File: config.mk
export PLATFORM = sky130hd
export DESIGN_NAME = rhd_spi_sequencer
export DESIGN_NICKNAME = d
export VERILOG_FILES = /design/src/rtl/rhd_spi_sequencer.sv
export SDC_FILE = /design/constraint.sdc
export NUM_CORES = 1
export LEC_CHECK = 0
export ABC_AREA = 0
export CAP_MARGIN = 15
export CORE_MARGIN = 2
export CORE_UTILIZATION = 55
export CTS_CLUSTER_DIAMETER = 60
export CTS_CLUSTER_SIZE = 8
export DETAILED_ROUTE_END_ITERATION = 6
export PLACE_DENSITY = 0.77
export SYNTH_ARGS = -nofsm -noshare
export SYNTH_HDL_FRONTEND = slang
export SYNTH_SLANG_ARGS = --single-unit
File: constraint.sdc
create_clock -name clk -period 4.25 [get_ports clk]
set_input_delay 1.0625 -clock clk [delete_from_list [all_inputs] [get_ports clk]]
set_output_delay 1.0625 -clock clk [all_outputs]
set_load 0.005 [all_outputs]
File: src/rtl/rhd_spi_sequencer.sv
// SPI master for the RHD headset ports: shifts one 16-bit command per frame and
// captures one 16-bit word from each of the 16 MISO lines into a 256-bit bundle.
module rhd_spi_sequencer #(
  parameter int unsigned CLK_DIV        = 2,
  parameter int unsigned CS_HIGH_CYCLES = 4
) (
  input  logic         clk,
  input  logic         rst_n,
  input  logic         cmd_valid,
  output logic         cmd_ready,
  input  logic [15:0]  cmd_data,
  output logic         CS_N,
  output logic         SCLK,
  output logic         MOSI,
  input  logic [15:0]  MISO,
  output logic         rsp_valid,
  output logic [255:0] rsp_data,
  output logic         busy
);

  localparam int unsigned NUM_LINES = 16;
  localparam int unsigned WORD_W    = 16;
  localparam int unsigned CNT_MAX   = (CLK_DIV > CS_HIGH_CYCLES) ? CLK_DIV : CS_HIGH_CYCLES;
  localparam int unsigned CNT_W     = (CNT_MAX > 2) ? $clog2(CNT_MAX) : 1;

  localparam logic [CNT_W-1:0] DIV_LAST = CNT_W'(CLK_DIV - 1);
  localparam logic [CNT_W-1:0] GAP_LAST = CNT_W'(CS_HIGH_CYCLES - 1);

  localparam logic [2:0] S_IDLE  = 3'd0;
  localparam logic [2:0] S_SETUP = 3'd1;
  localparam logic [2:0] S_SHIFT = 3'd2;
  localparam logic [2:0] S_HOLD  = 3'd3;
  localparam logic [2:0] S_GAP   = 3'd4;

  logic [2:0]                  state, state_nx;
  logic [CNT_W-1:0]            cnt, cnt_nx;
  logic [3:0]                  bit_cnt, bit_nx;
  logic [WORD_W-1:0]           tx, tx_nx;
  logic [NUM_LINES*WORD_W-1:0] rx, rx_nx;
  logic [NUM_LINES-1:0]        mq;
  logic                        cs_n_nx, sclk_nx, mosi_nx, ready_nx, rsp_valid_nx, busy_nx;
  logic [NUM_LINES*WORD_W-1:0] rsp_data_nx;

  // State, datapath and registered outputs
  always_ff @(posedge clk or negedge rst_n) begin
    if (!rst_n) begin
      state     <= S_IDLE;
      cnt       <= '0;
      bit_cnt   <= '0;
      tx        <= '0;
      rx        <= '0;
      mq        <= '0;
      CS_N      <= 1'b1;
      SCLK      <= 1'b0;
      MOSI      <= 1'b0;
      cmd_ready <= 1'b1;
      rsp_valid <= 1'b0;
      rsp_data  <= '0;
      busy      <= 1'b0;
    end else begin
      state     <= state_nx;
      cnt       <= cnt_nx;
      bit_cnt   <= bit_nx;
      tx        <= tx_nx;
      rx        <= rx_nx;
      mq        <= MISO;
      CS_N      <= cs_n_nx;
      SCLK      <= sclk_nx;
      MOSI      <= mosi_nx;
      cmd_ready <= ready_nx;
      rsp_valid <= rsp_valid_nx;
      rsp_data  <= rsp_data_nx;
      busy      <= busy_nx;
    end
  end

  // Next state and next output values; outputs are the registered copies of these
  always_comb begin
    state_nx     = state;
    cnt_nx       = cnt + CNT_W'(1);
    bit_nx       = bit_cnt;
    tx_nx        = tx;
    rx_nx        = rx;
    cs_n_nx      = CS_N;
    sclk_nx      = SCLK;
    mosi_nx      = MOSI;
    ready_nx     = cmd_ready;
    rsp_valid_nx = 1'b0;
    rsp_data_nx  = rsp_data;
    case (state)
      S_IDLE: begin
        cnt_nx = '0;
        if (cmd_valid) begin
          state_nx = S_SETUP;
          tx_nx    = cmd_data;
          cs_n_nx  = 1'b0;
          mosi_nx  = cmd_data[15];
          ready_nx = 1'b0;
        end
      end
      S_SETUP: begin
        if (cnt == DIV_LAST) begin
          cnt_nx   = '0;
          state_nx = S_SHIFT;
          sclk_nx  = 1'b1;
          bit_nx   = '0;
        end
      end
      S_SHIFT: begin
        if (cnt == DIV_LAST) begin
          cnt_nx = '0;
          if (SCLK) begin
            // End of a high phase: capture, then drop SCLK and advance MOSI
            for (int k = 0; k < NUM_LINES; k++) begin
              rx_nx[k*WORD_W +: WORD_W] = {rx[k*WORD_W +: WORD_W-1], mq[k]};
            end
            sclk_nx = 1'b0;
            if (bit_cnt == 4'd15) begin
              state_nx = S_HOLD;
            end else begin
              mosi_nx = tx[14];
              tx_nx   = {tx[14:0], 1'b0};
            end
          end else begin
            sclk_nx = 1'b1;
            bit_nx  = bit_cnt + 4'd1;
          end
        end
      end
      S_HOLD: begin
        if (cnt == DIV_LAST) begin
          cnt_nx       = '0;
          state_nx     = S_GAP;
          cs_n_nx      = 1'b1;
          mosi_nx      = 1'b0;
          rsp_valid_nx = 1'b1;
          rsp_data_nx  = rx;
        end
      end
      S_GAP: begin
        if (cnt == GAP_LAST) begin
          cnt_nx   = '0;
          state_nx = S_IDLE;
          ready_nx = 1'b1;
        end
      end
      default: begin
        state_nx = S_IDLE;
        cnt_nx   = '0;
        cs_n_nx  = 1'b1;
        sclk_nx  = 1'b0;
        mosi_nx  = 1'b0;
        ready_nx = 1'b1;
      end
    endcase
    busy_nx = (state_nx != S_IDLE);
  end

endmodule

==> impl_metrics.py <==
metrics = {
    "run_status": {
        "status": "finished clean",
    },
    "cts": {
        "insertion_delay_ns": 0.58,
        "hold_buffers": 0,
        "clockBufferDepth": 3,
        "post-cts-setup-buffers": 0,
        "cts.sinks": 558,
        "cts_tree": "yes",
        "clk_pin_slew_ns": 0.05,
        "cts-root-buf": "clkbuf_16",
        "cts_buffers": 79,
        "htree_num_levels": 3,
        "cts_resized": 0,
    },
    "synthesis": {
        "synth_top_area_cell": "dfrtp_1",
        "synth_edf_count": 0,
        "synthSimpleGateAreaFrac": 0.143,
        "synth_cells": 1783,
        "yosysMostFrequentCell": "nand2_1",
        "synthDominantCellAreaShare": 0.637,
        "synth_flop_cell": "dfrtp_1",
        "avgSynthCellArea_sq_um": 12.3,
        "async_flop_share": 1.00,
        "synth_top_family_by_area": "multiplexers",
        "yosys.area_share.xor_xnor": 0.000802,
        "synth_fp_nets": 1822,
        "synthTopCellsByArea": "dfrtp_1, mux2_4, nand2_1, mux2_2, buf_6",
        "seq_area_frac_synth": 0.639,
        "synth.yosys.warnings": 0,
        "synth-seq-cells": 558,
        "synth_common_cells": "nand2_1, dfrtp_1, mux2_4, mux2_2, buf_2",
        "synth_adder_area_share": 0.00229,
        "synth-compound-area-share": 0.0169,
        "synth.mux.area_fraction": 0.167,
        "ys_types": 41,
        "synth_area_sq_um": 21800,
    },
    "routing": {
        "drc": 0,
        "drt_iter0_drc": 847,
        "viasPerCell": 5.25,
        "vias": 13800,
        "first_pass_iters": 5,
        "routedWlPerCell_um": 17.7,
        "ant_nets": 0,
        "wl_mm": 46.5,
    },
    "grt": {
        "antenna_found_initial": 0,
        "grt_pass1_wl_mm": 76.9,
        "grtUsageTotal": 0.231,
        "globalRouteOverflowTotal": 0,
        "grt_pass1_vias": 14400,
        "grt_max_degree": 140,
    },
    "die": {
        "start_util": 0.554,
        "ioPinCount": 297,
        "coreArea_sq_um": 39500,
        "rows": 73,
        "die_area_sq_um": 41300,
        "fp.dieH_um": 203,
        "fp.dieW_um": 203,
    },
    "setup_path": {
        "crit_top_cell": "nand2_1",
        "critPathMaxFanout": 139,
        "rr_endpoint": "rsp_data[91]",
        "worst_setup_path_end_kind": "flop",
        "r2r_slack_ns": 1.05,
        "slowest_stage": "inv_8",
        "crit_type": "reg -> reg",
        "crit_path_start_kind": "flop",
        "arrival_ns": 3.71,
        "crit_required_ns": 4.76,
        "crit_chain": "inv_1 -> ha_1 -> nor2b_2 -> nand3_4 -> inv_8 -> buf_12 -> nand2_1 -> nand2_1",
        "cpPeakStageDelay_ns": 0.74,
        "rr_worst_depth": 8,
        "r2r_start": "cnt[1]",
    },
    "final_layout": {
        "syn2layout_area_growth_pct": 24.8,
        "multi_input_area_sq_um": 7230,
        "n_fill_cell": 2748,
        "seqCellArea_sq_um": 14000,
        "diodes": 0,
        "stdcell_count": 2622,
        "drive_gt1_frac": 0.181,
        "nets": 2127,
    },
    "sta": {
        "drv_slew": 0,
        "hold_ws_ns": 0.459,
        "period_share": 0.752,
        "hold_viol": 0,
        "worst_pin_slew_ns": 0.981,
        "finalSetupViolCount": 0,
        "finalWorstSetupSlack_ns": 1.05,
        "min_period_ns": 3.20,
        "slew_headroom": 0.346,
        "tns_ns": 0,
        "finClkSkew_ns": 0.0157,
        "max_freq_mhz": 313,
        "rsz0062_at_grt": "false",
    },
    "power_and_ir_drop": {
        "switching_share": 0.207,
        "peakVddDrop_v": 0.000280,
        "p_int_w": 0.00888,
        "netSwitchingPower_w": 0.00232,
        "sequentialPowerShare": 0.493,
        "p_comb_frac": 0.026,
        "power_density_nw_per_um2": 411,
        "total_leakage_power_nw": 14.1,
        "clockPowerShare": 0.481,
    },
    "min_path": {
        "worstHoldStart": "rx[255]",
        "hold_class": "reg -> reg",
        "min_to": "rsp_data[255]",
        "whs_path_depth": 2,
    },
    "job": {
        "maxCapViolations": 0,
    },
    "placed_design": {
        "gp_congestion": 0.782,
        "io_buffers": 296,
        "dp_slack_ns": 1.11,
        "post-dp-hpwl_mm": 27.8,
        "dp.cells": 2532,
    },
}
-- cell type report --
class | instances | share of cell area
Clock buffer | 85 | 0.0737
Clock inverter | 5 | 0.00161
Sequential cell | 558 | 0.512
Timing Repair Buffer | 320 | 0.121
Multi-Input combinational cell | 1122 | 0.265
Tap cell | 525 | 0.0241
Inverter | 7 | 0.00124
-- per-stage QoR --
stage | area, sq um | power [W] | utilization
global route | 27300 | 0.0116 | 0.691
floorplan | 21800 | 0.00570 | -
finish | 27300 | 0.0112 | 0.691
global placement | 25200 | 0.00588 | 0.639
detailed placement | 25200 | 0.00590 | 0.639
CTS | 27300 | 0.0113 | 0.691
-- layer usage --
layer,vias to the layer above,share of wire,GRT usage
li1,6322,-,-
met1,7024,0.44,0.326
met2,372,0.48,0.360
met3,55,0.064,0.0529
met4,0,0.018,0.0717
met5,-,0,0
-- cell usage in the layout (no fill, tap or decap), types with 4 or more instances in the layout --
master and count:
mux2_4 200, clkbuf_1 5, nor2b_1 4, inv_1 6, nand2_1 775, buf_4 11
nand2b_1 4, o21ai_0 5, a21oi_1 6, mux2_2 57, dfrtp_1 556, buf_12 13
o22ai_1 16, nor2_1 6, clkdlybuf4s50_1 295, a2bb2oi_1 16, ha_1 4, nand3_1 5
clkbuf_16 79, inv_6 5
-- worst max-delay path by stage --
stage                   start            end  depth (start not counted)
floorplan           cmd_valid         tx[10]                          5
CTS                    cnt[1]   rsp_data[91]                          8
finish                 cnt[1]   rsp_data[91]                          8
global route           cnt[1]   rsp_data[40]                          8
global placement       cnt[1]  rsp_data[236]                          8
detailed placement     cnt[1]  rsp_data[236]                          8
-- power by group through the flow --
stage / Sequential, W / Clock (W) / Combinational, W
2_1_floorplan: 0.00557 / 0 / 0.000127
3_3_place_gp: 0.00559 / 0 / 0.000292
3_5_place_dp: 0.00560 / 0 / 0.000301
4_1_cts: 0.00552 / 0.00551 / 0.000304
5_1_grt: 0.00552 / 0.00574 / 0.000330
6_report: 0.00552 / 0.00539 / 0.000295
-- flip-flops by register name (all words and copies together), names as in the netlist, 2 cells and up --
signal    flops
tx           15
state         3
bit_cnt       4
mq           16
cnt           2
rsp_data    256
rx          256
-- kinds of logic after synthesis --
kind of cell | count (synthesis)
AOI/OAI and AO/OA | 51
xor gates and xnor gates | 2
adders and majority gates | 4
buffers and inverters | 103
DFF | 558
muxes | 258
and+or+nand+nor | 807
-- worst max-delay path: cells and delay by family (launching register included) --
family,cells,cell delay [ns]
and+or+nand+nor,4,1.03
adders and majority gates,1,0.35
buffers and inverters,3,1.19
DFF,1,0.39
(Power assumes the default switching activity.)
